$ cat config.mk
export PLATFORM = sky130hd
export DESIGN_NAME = gate_seq_ctrl
export DESIGN_NICKNAME = d
export VERILOG_FILES = /design/src/rtl/gate_seq_ctrl.sv
export SDC_FILE = /design/constraint.sdc
export NUM_CORES = 1
export LEC_CHECK = 0
export CAP_MARGIN = 20
export CORE_MARGIN = 4
export CORE_UTILIZATION = 30
export DETAILED_ROUTE_END_ITERATION = 12
export GPL_TIMING_DRIVEN = 0
export SLEW_MARGIN = 20
export SYNTH_ARGS = -nofsm -noshare
export SYNTH_HDL_FRONTEND = slang
export SYNTH_SLANG_ARGS = --single-unit
$ cat constraint.sdc
create_clock -name clk -period 6 [get_ports clk]
set_input_delay 1.2 -clock clk [delete_from_list [all_inputs] [get_ports clk]]
set_output_delay 1.2 -clock clk [all_outputs]
set_load 0.1 [all_outputs]
$ cat src/rtl/gate_seq_ctrl.sv
`default_nettype none
// ============================================================================
// Module   : gate_seq_ctrl
// Function : Runs a chain of sync/gate/length timer profiles for N passes,
//            counts gate pulses and reports sequence completion.
//            Optional watchdog on RUN length: define SEQ_WDOG_EN.
// Revision : 1.0  initial release
// ============================================================================
module gate_seq_ctrl #(
    parameter int NPROF      = 4,
    parameter int PW         = 2,
    parameter int RW         = 8,
    parameter int WDOG_LIMIT = 1048575
) (
    input  logic          clk,
    input  logic          rst,
    input  logic          cfg_we,
    input  logic [PW-1:0] cfg_addr,
    input  logic [1:0]    cfg_sel,
    input  logic [15:0]   cfg_wdata,
    input  logic          start,
    input  logic [PW-1:0] first_prof,
    input  logic [PW:0]   num_prof,
    input  logic [RW-1:0] num_pass,
    input  logic          abort,
    input  logic          tmr_Done,
    input  logic          tmr_Gate,
    output logic          busy,
    output logic          seq_done,
    output logic [PW-1:0] cur_prof,
    output logic [15:0]   gate_cnt,
    output logic          wdog_err,
    output logic          tmr_rst,
    output logic          tmr_ena,
    output logic [7:0]    tmr_Tsync,
    output logic [7:0]    tmr_Tgdel,
    output logic [15:0]   tmr_Tgate,
    output logic [15:0]   tmr_Tlen
);

    typedef enum logic [1:0] {
        S_IDLE = 2'd0,
        S_LOAD = 2'd1,
        S_RUN  = 2'd2,
        S_GAP  = 2'd3
    } state_t;

    state_t        r_state;
    state_t        w_state_nxt;

    logic [7:0]    r_tsync [NPROF];
    logic [7:0]    r_tgdel [NPROF];
    logic [15:0]   r_tgate [NPROF];
    logic [15:0]   r_tlen  [NPROF];

    logic [PW-1:0] r_first;
    logic [PW-1:0] r_cur_prof;
    logic [PW:0]   r_nprof_m1;
    logic [PW:0]   r_prof_idx;
    logic [RW-1:0] r_npass_m1;
    logic [RW-1:0] r_pass_idx;
    logic [15:0]   r_gate_cnt;
    logic          r_gate_d;
    logic          r_seq_done;
    logic [7:0]    r_tmr_tsync;
    logic [7:0]    r_tmr_tgdel;
    logic [15:0]   r_tmr_tgate;
    logic [15:0]   r_tmr_tlen;

    logic          w_start_ok;
    logic          w_chain_end;
    logic          w_last;
    logic          w_gate_rise;
    logic          w_wdog_hit;
    logic          w_busy;
    logic          w_tmr_rst;
    logic          w_tmr_ena;

    assign w_start_ok  = start && (num_prof != '0) && (num_pass != '0);
    assign w_chain_end = (r_prof_idx == r_nprof_m1);
    assign w_last      = w_chain_end && (r_pass_idx == r_npass_m1);
    assign w_gate_rise = tmr_Gate && !r_gate_d;

`ifdef SEQ_WDOG_EN
    logic [19:0]   r_wdog_cnt;
    logic          r_wdog_err;

    assign w_wdog_hit = (r_state == S_RUN) && (r_wdog_cnt == 20'(WDOG_LIMIT - 1));

    always_ff @(posedge clk or negedge rst) begin
        if (!rst) begin
            r_wdog_cnt <= '0;
            r_wdog_err <= 1'b0;
        end else begin
            if (r_state == S_LOAD)
                r_wdog_cnt <= '0;
            else if (r_state == S_RUN)
                r_wdog_cnt <= r_wdog_cnt + 1'b1;
            if ((r_state == S_IDLE) && w_start_ok)
                r_wdog_err <= 1'b0;
            else if (w_wdog_hit && !abort && !tmr_Done)
                r_wdog_err <= 1'b1;
        end
    end

    assign wdog_err = r_wdog_err;
`else
    logic          w_unused_wdog;
    assign w_unused_wdog = (WDOG_LIMIT != 0);
    assign w_wdog_hit    = 1'b0;
    assign wdog_err      = 1'b0;
`endif

    always_ff @(posedge clk or negedge rst) begin
        if (!rst)
            r_state <= S_IDLE;
        else
            r_state <= w_state_nxt;
    end

    // Abort beats Done, Done beats the watchdog
    always_comb begin
        w_state_nxt = r_state;
        w_busy      = 1'b1;
        w_tmr_rst   = 1'b0;
        w_tmr_ena   = 1'b0;
        case (r_state)
            S_IDLE: begin
                w_busy    = 1'b0;
                w_tmr_rst = 1'b1;
                if (w_start_ok)
                    w_state_nxt = S_LOAD;
            end
            S_LOAD: begin
                w_tmr_rst   = 1'b1;
                w_state_nxt = abort ? S_IDLE : S_RUN;
            end
            S_RUN: begin
                w_tmr_ena = 1'b1;
                if (abort)
                    w_state_nxt = S_IDLE;
                else if (tmr_Done)
                    w_state_nxt = w_last ? S_IDLE : S_GAP;
                else if (w_wdog_hit)
                    w_state_nxt = S_IDLE;
            end
            S_GAP: begin
                w_state_nxt = abort ? S_IDLE : S_LOAD;
            end
            default: begin
                w_state_nxt = S_IDLE;
            end
        endcase
    end

    always_ff @(posedge clk or negedge rst) begin
        if (!rst) begin
            for (int i = 0; i < NPROF; i++) begin
                r_tsync[i] <= '0;
                r_tgdel[i] <= '0;
                r_tgate[i] <= '0;
                r_tlen[i]  <= '0;
            end
        end else if (cfg_we && (r_state == S_IDLE)) begin
            case (cfg_sel)
                2'd0:    r_tsync[cfg_addr] <= cfg_wdata[7:0];
                2'd1:    r_tgdel[cfg_addr] <= cfg_wdata[7:0];
                2'd2:    r_tgate[cfg_addr] <= cfg_wdata;
                default: r_tlen[cfg_addr]  <= cfg_wdata;
            endcase
        end
    end

    always_ff @(posedge clk or negedge rst) begin
        if (!rst) begin
            r_first     <= '0;
            r_cur_prof  <= '0;
            r_nprof_m1  <= '0;
            r_prof_idx  <= '0;
            r_npass_m1  <= '0;
            r_pass_idx  <= '0;
            r_gate_cnt  <= '0;
            r_gate_d    <= 1'b0;
            r_seq_done  <= 1'b0;
            r_tmr_tsync <= '0;
            r_tmr_tgdel <= '0;
            r_tmr_tgate <= '0;
            r_tmr_tlen  <= '0;
        end else begin
            r_gate_d   <= tmr_Gate;
            r_seq_done <= 1'b0;
            case (r_state)
                S_IDLE: begin
                    if (w_start_ok) begin
                        r_first    <= first_prof;
                        r_cur_prof <= first_prof;
                        r_nprof_m1 <= num_prof - (PW+1)'(1);
                        r_npass_m1 <= num_pass - RW'(1);
                        r_prof_idx <= '0;
                        r_pass_idx <= '0;
                        r_gate_cnt <= '0;
                    end else if (start) begin
                        r_seq_done <= 1'b1;
                    end
                end
                S_LOAD: begin
                    r_tmr_tsync <= r_tsync[r_cur_prof];
                    r_tmr_tgdel <= r_tgdel[r_cur_prof];
                    r_tmr_tgate <= r_tgate[r_cur_prof];
                    r_tmr_tlen  <= r_tlen[r_cur_prof];
                end
                S_RUN: begin
                    if (!abort) begin
                        if (w_gate_rise && (r_gate_cnt != 16'hFFFF))
                            r_gate_cnt <= r_gate_cnt + 1'b1;
                        if (tmr_Done) begin
                            if (w_last) begin
                                r_seq_done <= 1'b1;
                            end else if (w_chain_end) begin
                                r_cur_prof <= r_first;
                                r_prof_idx <= '0;
                                r_pass_idx <= r_pass_idx + 1'b1;
                            end else begin
                                r_cur_prof <= r_cur_prof + 1'b1;
                                r_prof_idx <= r_prof_idx + 1'b1;
                            end
                        end
                    end
                end
                default: begin
                end
            endcase
        end
    end

    assign busy      = w_busy;
    assign tmr_rst   = w_tmr_rst;
    assign tmr_ena   = w_tmr_ena;
    assign seq_done  = r_seq_done;
    assign cur_prof  = r_cur_prof;
    assign gate_cnt  = r_gate_cnt;
    assign tmr_Tsync = r_tmr_tsync;
    assign tmr_Tgdel = r_tmr_tgdel;
    assign tmr_Tgate = r_tmr_tgate;
    assign tmr_Tlen  = r_tmr_tlen;

endmodule
`default_nettype wire

==> impl_metrics.tcl, run 1 <==
set metrics [dict create \
    grt_pass1_vias 8155 \
    rsz0062_at_grt "no" \
    endpoint_kind "output pin" \
    finalSetupViolCount 0 \
    place_ws_ns 2.215 \
    cts_htree_levels 1 \
    layout-drive-gt1-share 0.3577 \
    hold_path.class "flip-flop to flip-flop" \
    leakage_nw 6.671 \
    drt-initial-drc-count 412 \
    hold_path_end "r_tgate[17]$_DFFE_PN0P_" \
    n_fill_cell 3974 \
    start_util 0.3028 \
    rr_startpoint "r_state[1]$_DFFE_PN0P_" \
    final_nets 1063 \
    async_flop_share 1.000 \
    seqCellArea_um2 7157 \
    hpwl_mm 20.91 \
    synth-simple-area-share 0.05113 \
    busiest_layer "met2" \
    fin_cells 1580 \
    path_clk_slew_ns 0.06 \
    use_met2 0.2139 \
    worstSetupPathType "flip-flop to output pin" \
    clk_latency_ns 0.58 \
    yosysTopAreaCellShare 0.5635 \
    netlist_area_um2 12700 \
    synthMuxAreaShare 0.3021 \
    clockBufferDepth 3 \
    hp-start "r_tgate[17]$_DFFE_PN0P_" \
    cts.repair.resized 0 \
    crit_arrival_ns 2.71 \
    antenna_left 0 \
    drt-pass1-iter-count 4 \
    maxSlewViolCount 0 \
    die_h_um 213.8 \
    clockRootBuffer "clkbuf_16" \
    yosysSeqAreaShare 0.5635 \
    power_density_nw_per_um2 498.1 \
    period_minus_slack_ns 3.912 \
    grt_max_degree 101 \
    grt_use_met3 0.03175 \
    clock_skew_ns 0.01338 \
    fin_crit_sh 0.6520 \
    totalPowerFinal_mw 7.734 \
    postCtsSetupBuffers 0 \
    synthAdderAreaFrac 0.006896 \
    multiInputGateArea_um2 5303 \
    cts_buffers 31 \
    synth_top_family_by_area "multiplexers" \
    final_cell_mix "dfrtp_1 (286), mux2_2 (243), clkdlybuf4s50_1 (106), mux4_2 (48), clkbuf_1 (34)" \
    holdBufCountCts 0 \
    synth_area_leaders "dfrtp_1 (56%), mux2_2 (22%), mux4_2 (8.5%)" \
    place_inst 1522 \
    drc_errors 0 \
    layout.cells.most_common "dfrtp_1" \
    critical_path_required_ns 4.80 \
    r2r_cells 5 \
    syn_nets 920 \
    drt-wirelength-per-cell_um 19.01 \
    maxCapViolations 0 \
    cts_tree "built" \
    worstPathMaxFanout 10 \
    peakVddDrop_uv 423.3 \
    yosysTopAreaCell "dfrtp_1" \
    swShare 0.3810 \
    gp_congestion 0.8016 \
    final_util 0.3701 \
    ys_warn_count 0 \
    power_frac_seq 0.366 \
    synth-edff-count 0 \
    viasPerCell 4.898 \
    power.internal_mw 4.787 \
    portBuffers 107 \
    fin_ws_ns 2.088 \
    ys_ff_latch 286 \
    synth_ff_type "dfrtp_1" \
    dieArea_um2 45690 \
    hold_violations 0 \
    io_pins 111 \
    r2r_slack_ns 3.12 \
    fmax_mhz 255.6 \
    synth-compound-area-share 0.04532 \
    die_w_um 213.8 \
    tightest_slew_ns 1.068 \
    wl_mm 30.03 \
    synth.distinct_cells 53 \
    status "complete, no violations" \
    grt_first_pass_wirelength_mm 47.73 \
    hold_slack_ns 0.4996 \
    vias 7739 \
    pwr-share-clk 0.239 \
    p_comb_frac 0.395 \
    antenna_found_initial 5 \
    netlist_instances 873 \
    met1_usage 0.1845 \
    grt_usage 0.1325 \
    cts.sinks 286 \
    syn_avg_cell_area_um2 14.55 \
    synthXorXnorAreaFrac 0.01172 \
    hold_depth 1 \
    grt_overflow 0 \
    areaGrowthSynthToFinish_pct 22.24 \
    rows 75 \
    fp.coreArea_um2 41950 \
    cp-start-kind "flip-flop" \
    maxSlewHeadroom 0.2860 \
    timing.rr.end "tmr_Tsync[6]$_DFFE_PN0P_" \
    power.switching_mw 2.947 \
]
cell families (layout without fill, tap and decap cells):
logic type      Yosys count  count (layout)
mux                     293             293
flops                   286             286
simple gates            122             122
buf+inv                  59             226
xor+xnor                 17              17
compound gates           88              88
other cells               1               2
fa+ha+maj                 7               7
metal layers:
layer	wire length, µm	up-vias
met3	1645	53
met4	532	8
met5	41	-
li1	-	3524
met2	14180	156
met1	13630	3998
worst max-delay path: stages (launching register included):
cell	delay [ns]
dfrtp_1	0.37
buf_2	0.19
nor2_1	0.51
inv_1	0.09
clkdlybuf4s50_1	0.98
synthesized netlist by cell type, types with 2 or more instances:
cell / instances
a21oi_1: 21
or3_1: 2
mux4_2: 48
nor2b_1: 5
nand4b_1: 2
o21a_1: 4
ha_1: 7
nand3_1: 14
a31oi_1: 8
a21oi_2: 2
a221o_1: 2
o41ai_1: 2
and3_1: 6
nor4_1: 7
buf_1: 5
nand4_1: 5
nand2b_1: 8
o21ai_1: 9
clkbuf_1: 26
xnor2_1: 6
o21ai_0: 20
nor2_2: 3
dfrtp_1: 286
xor2_1: 11
o31ai_1: 8
buf_2: 13
a21o_1: 4
nand2_1: 27
nor3_2: 2
and4_1: 2
inv_1: 13
nor2_1: 31
mux2_2: 243
mux2i_1: 2
area by class of cell:
| type | instances | share of cell area |
|---|---|---|
| tap | 539 | 0.04344 |
| inverter | 14 | 0.003385 |
| multi-input combinational | 528 | 0.3415 |
| timing repair buffer | 110 | 0.07462 |
| sequential | 286 | 0.4610 |
| clock buffer | 48 | 0.05988 |
| clock inverter | 9 | 0.003868 |
| buffer | 45 | 0.01217 |
| antenna | 1 | 0.0001612 |
through the flow:
stage | area (µm²) | TNS, ns
after floorplan | 12700 | 0
after global placement | 14450 | -2492.87
after global routing | 15520 | 0
final | 15530 | 0
after detailed placement | 14530 | 0
after CTS | 15520 | 0
power groups by stage:
stage / clock (mW) / sequential [mW] / combinational [mW]
floorplan: 0 / 3.82 / 1.31
global placement: 0 / 2.85 / 3.07
detailed placement: 0 / 2.87 / 3.10
CTS: 1.91 / 2.84 / 3.11
global route: 2.00 / 2.91 / 3.24
finish: 1.85 / 2.83 / 3.05
how the worst max path moves through the flow:
stage | start | to | slack, ns
finish | r_state[1]$_DFFE_PN0P_ | busy | 2.09
global route | r_state[1]$_DFFE_PN0P_ | tmr_ena | 1.97
CTS | r_state[1]$_DFFE_PN0P_ | tmr_ena | 2.08
detailed placement | num_prof[0] | gate_cnt[9]$_DFFE_PN0P_ | 2.22
global placement | rst | tmr_Tlen[10]$_DFFE_PN0P_ | -8.74
floorplan | num_prof[0] | gate_cnt[11]$_DFFE_PN0P_ | 3.11
registers in the layout (all words and copies together) (netlist names), 16 cells and up:
register / flops
tmr_Tgate: 16
gate_cnt: 16
tmr_Tlen: 16
r_tlen: 64
r_tgate: 64
r_tsync: 32
r_tgdel: 32
(Power assumes the default switching activity.)
==> inputs of run 2 (changes only) <==
- clock period: 6 -> 3.5 ns (I/O delays scaled with it)
==> run 2 against run 1 <==
  * Sequential power is 72% higher
  * Critical path type unchanged
  * Clock-buffer cell count stayed put
  * Clock skew about the same
  * Combinational power rose by 72%
  * Non-clock buffer count unchanged
  * Power up 71%
  * Critical endpoint unchanged
  * Cell count unchanged
  * Wire length increased by 0.14%
==> impl_metrics.tcl, run 2 (synthesized netlist as in run 1, its figures left out) <==
set metrics [dict create \
    status "complete, no violations" \
    gp_congestion 0.8016 \
    drt-initial-drc-count 413 \
    wl_mm 30.07 \
    portBuffers 107 \
    hpwl_mm 20.91 \
    worstSetupPathType "flip-flop to output pin" \
    maxCapViolations 0 \
    postCtsSetupBuffers 0 \
    max_stage_delay_ns 0.98 \
    place_ws_ns 0.2153 \
    grt_max_degree 101 \
    power.switching_mw 5.054 \
    peakVddDrop_uv 725.6 \
    areaGrowthSynthToFinish_pct 22.26 \
    slowest_stage "clkdlybuf4s50_1" \
    fmax_mhz 292.1 \
    finalSetupViolCount 0 \
    grt_first_pass_wirelength_mm 47.73 \
    tightest_slew_ns 1.068 \
    path_buf_inv 3 \
    fin_ws_ns 0.07691 \
    period_minus_slack_ns 3.423 \
    clockRootBuffer "clkbuf_16" \
    hold_slack_ns 0.02713 \
    cts_tree "built" \
    antenna_left 0 \
    clk_latency_ns 0.58 \
    layout-drive-gt1-share 0.3577 \
    path_clk_slew_ns 0.06 \
    fin_cells 1580 \
    cts.repair.resized 0 \
    design_area_um2 15530 \
    placed_area_um2 14530 \
    maxSlewHeadroom 0.2860 \
    leakage_nw 6.687 \
    die_w_um 213.8 \
    start_util 0.3028 \
    cts_buffers 31 \
    fin_crit_sh 0.9780 \
    p_comb_frac 0.395 \
    power_frac_seq 0.366 \
    r2r_slack_ns 0.62 \
    clock_skew_ns 0.01337 \
    seqCellArea_um2 7157 \
    grt_pass1_vias 8155 \
    cts.sinks 286 \
    cts_htree_levels 1 \
    rsz0062_at_grt "no" \
    critical_path_required_ns 2.80 \
    holdBufCountCts 0 \
    grt_usage 0.1325 \
    clockBufferDepth 3 \
    drc_errors 0 \
    crit_family "buffers and inverters" \
    final_cell_mix "dfrtp_1 (286), mux2_2 (243), clkdlybuf4s50_1 (105), mux4_2 (48), clkbuf_1 (34)" \
    power.internal_mw 8.206 \
    crit_arrival_ns 2.72 \
    io_pins 111 \
    viasPerCell 4.897 \
    cp-start-kind "flip-flop" \
    final_util 0.3702 \
    vias 7738 \
    fp.coreArea_um2 41950 \
    final_nets 1063 \
    layout.cells.most_common "dfrtp_1" \
    hold_path.class "input port to async pin" \
    endpoint_kind "output pin" \
    drt-pass1-iter-count 5 \
    die_h_um 213.8 \
    drt-wirelength-per-cell_um 19.03 \
    place_inst 1522 \
    grt_overflow 0 \
    pwr-share-clk 0.239 \
    dieArea_um2 45690 \
    n_fill_cell 3973 \
    swShare 0.3811 \
    path_cells "buf_2, nor2_1, inv_1, clkdlybuf4s50_1" \
    antenna_found_initial 5 \
    hold_violations 0 \
    top_regs "r_tgate: 64 flops, r_tlen: 64 flops" \
    multiInputGateArea_um2 5303 \
    rows 75 \
    maxSlewViolCount 0 \
    power_density_nw_per_um2 853.9 \
    worstPathMaxFanout 10 \
]
run 2: final timing paths:
path	from	endpoint	cells after the start
max	r_state[1]$_DFFE_PN0P_	busy	4
min	rst	gate_cnt[0]$_DFFE_PN0P_	1
max reg2reg	r_state[1]$_DFFE_PN0P_	tmr_Tsync[6]$_DFFE_PN0P_	5
min reg2reg	r_tgate[17]$_DFFE_PN0P_	r_tgate[17]$_DFFE_PN0P_	1
max in group asynchronous	rst	r_tgate[10]$_DFFE_PN0P_	4
min in group clk	r_tgate[17]$_DFFE_PN0P_	r_tgate[17]$_DFFE_PN0P_	1
run 2: through the flow:
step                setup TNS, ns  power [mW]
finish                          0       13.26
global route                    0       13.96
CTS                             0       13.47
detailed placement              0       10.24
global placement         -3064.87       10.15
floorplan                       0       8.800
run 2: metal layers:
layer,part of all wire,track usage
met5,0.0014,0
met4,0.018,0.02648
met3,0.055,0.03175
met2,0.47,0.2139
met1,0.45,0.1845
run 2: cell type report:
type | count | area share
clock buffers | 48 | 0.05987
multi-input cells | 528 | 0.3415
repair buffers | 110 | 0.07477
flip-flops and latches | 286 | 0.4609
clock inverters | 9 | 0.003868
well taps | 539 | 0.04343
plain buffers | 45 | 0.01217
diodes | 1 | 0.0001611
inverters | 14 | 0.003384
run 2: power by group through the flow:
stage	combinational (mW)	clock, mW	sequential, mW
after floorplan	2.25	0	6.55
after global placement	5.26	0	4.89
after detailed placement	5.32	0	4.92
after CTS	5.34	3.27	4.87
after global routing	5.55	3.42	4.99
final	5.24	3.17	4.86
==> inputs of run 3 (changes only) <==
- CAP_MARGIN: 20 -> default
- CORE_MARGIN: 4 -> default
- GPL_TIMING_DRIVEN: 0 -> default
==> run 3 against run 2 <==
  * Wire length shrank 3.3%
  * Flip-flop and latch count did not move
  * Worst setup slack improved by 0.51 ns
  * Hold slack gained 0.16 ns
  * First-iteration DRC count increased by 2.7%
  * Clock power grew 16%
  * Critical path type unchanged
  * Highest routed layer unchanged
==> impl_metrics.tcl, run 3 (synthesized netlist as in run 1, its figures left out) <==
set metrics [dict create \
    worstSetupPathType "flip-flop to output pin" \
    clk_latency_ns 0.55 \
    die_h_um 207.8 \
    hold_path.class "input port to async pin" \
    clockRootBuffer "clkbuf_16" \
    layout.cells.most_common "dfrtp_1" \
    holdBufCountCts 0 \
    viasPerCell 4.893 \
    maxSlewViolCount 0 \
    path_cells "nand2b_1, clkinv_1, buf_4" \
    rows 75 \
    max_stage_delay_ns 0.54 \
    grt_usage 0.1396 \
    hpwl_mm 18.91 \
    grt_max_degree 88 \
    drt-initial-drc-count 424 \
    timing.rr.end "r_tgate[9]$_DFFE_PN0P_" \
    antenna_found_initial 2 \
    drt-pass1-iter-count 4 \
    wl_mm 29.08 \
    tns_ns 0 \
    portBuffers 109 \
    peakVddDrop_uv 657.3 \
    cp-start-kind "flip-flop" \
    clockBufferDepth 3 \
    grt_first_pass_wirelength_mm 46.92 \
    hold_violations 0 \
    hold_slack_ns 0.1857 \
    leakage_nw 6.819 \
    top_regs "r_tgate: 64 flops, r_tlen: 64 flops" \
    grt_overflow 0 \
    gp_congestion 0.7801 \
    die_w_um 207.8 \
    fin_cells 1558 \
    rsz0062_at_grt "no" \
    drc_errors 0 \
    rr_startpoint "r_state[1]$_DFFE_PN0P_" \
    finalSetupViolCount 0 \
    endpoint_kind "output pin" \
    final_cell_mix "dfrtp_1 (284), mux2_2 (243), buf_4 (69), clkdlybuf4s50_1 (59), mux4_2 (48)" \
    tightest_slew_ns 0.9793 \
    areaGrowthSynthToFinish_pct 22.38 \
    period_minus_slack_ns 2.916 \
    r2r_cells 5 \
    path_clk_slew_ns 0.06 \
    drt-wirelength-per-cell_um 18.67 \
    final_nets 1043 \
    slowest_stage "dfrtp_1" \
    fin_crit_sh 0.8331 \
    critical_path_required_ns 2.80 \
    cts_htree_levels 2 \
    grt_pass1_vias 7956 \
    antenna_left 0 \
    maxCapViolations 0 \
    cts.sinks 286 \
    clock_skew_ns 0.02036 \
    io_pins 111 \
    dieArea_um2 43160 \
    place_inst 1499 \
    fp.coreArea_um2 41850 \
    fmax_mhz 343.0 \
    r2r_slack_ns 0.89 \
    cts.repair.resized 0 \
    cts_tree "built" \
    vias 7624 \
    postCtsSetupBuffers 0 \
    layout-drive-gt1-share 0.4253 \
    maxSlewHeadroom 0.3451 \
    cts_buffers 34 \
    power_density_nw_per_um2 880.2 \
    worstPathMaxFanout 11 \
    start_util 0.3035 \
    crit_arrival_ns 2.22 \
    status "complete, no violations" \
]
[run 3: cell count changes in the layout (fill, tap and decap cells not counted), sizes merged]
cell / before / now
buf: 23 / 73
clkdlybuf4s50: 105 / 59
clkbuf: 74 / 43
bufinv: 0 / 5
clkinv: 9 / 10
clkinvlp: 0 / 1
dlymetal6s2s: 1 / 0
inv: 14 / 13
[run 3: cell type report]
type | count | area, µm²
Fill cell | 4003 | 26310
Clock inverter | 15 | 232.7
Timing Repair Buffer | 132 | 1184
Sequential cell | 286 | 7162
Inverter | 14 | 52.55
Tap cell | 539 | 674.4
Clock buffer | 43 | 925.9
Multi-Input combinational cell | 528 | 5310
Antenna cell | 1 | 2.502
[run 3: through the flow]
| step | utilization | total power, mW | cell area [µm²] | setup slack [ns] |
|---|---|---|---|---|
| floorplan | - | 8.800 | 12700 | 0.6890 |
| global placement | 0.3436 | 10.04 | 14380 | 0.4302 |
| detailed placement | 0.3436 | 10.14 | 14380 | 0.4016 |
| CTS | 0.3713 | 13.89 | 15540 | 0.4851 |
| global route | 0.3713 | 14.38 | 15540 | 0.4140 |
| finish | 0.3714 | 13.68 | 15540 | 0.5842 |
[run 3: worst max-delay path, delay by kind of cell, from the launching register on]
kind / cells / cell delay [ns]
AND/OR/NAND/NOR: 1 / 0.34
buffers and inverters: 2 / 0.80
flip-flops: 1 / 0.54
[run 3: how the worst max path moves through the flow]
stage,start,to,slack [ns],cells past startpoint
global placement,num_prof[0],gate_cnt[4]$_DFFE_PN0P_,0.43,8
detailed placement,num_prof[0],gate_cnt[4]$_DFFE_PN0P_,0.40,8
floorplan,gate_cnt[0]$_DFFE_PN0P_,gate_cnt[11]$_DFFE_PN0P_,0.69,7
finish,r_state[1]$_DFFE_PN0P_,tmr_ena,0.58,3
global route,r_state[1]$_DFFE_PN0P_,tmr_ena,0.41,3
CTS,r_state[1]$_DFFE_PN0P_,tmr_ena,0.49,3
[run 3: per-layer routing]
layer | track usage | up-vias | routed length (µm)
met5 | 0 | - | 21
met4 | 0.03602 | 4 | 474
met3 | 0.03555 | 37 | 1404
met2 | 0.2261 | 154 | 14050
met1 | 0.1861 | 3956 | 13130
li1 | - | 3473 | -
[run 3: report_power, final]
group,internal (mW),total (mW),switching [mW],leakage (nW)
logic,1.98,5.05,3.07,2.62
registers,4.35,4.97,0.623,3.64
clock network,2.25,3.67,1.41,0.565
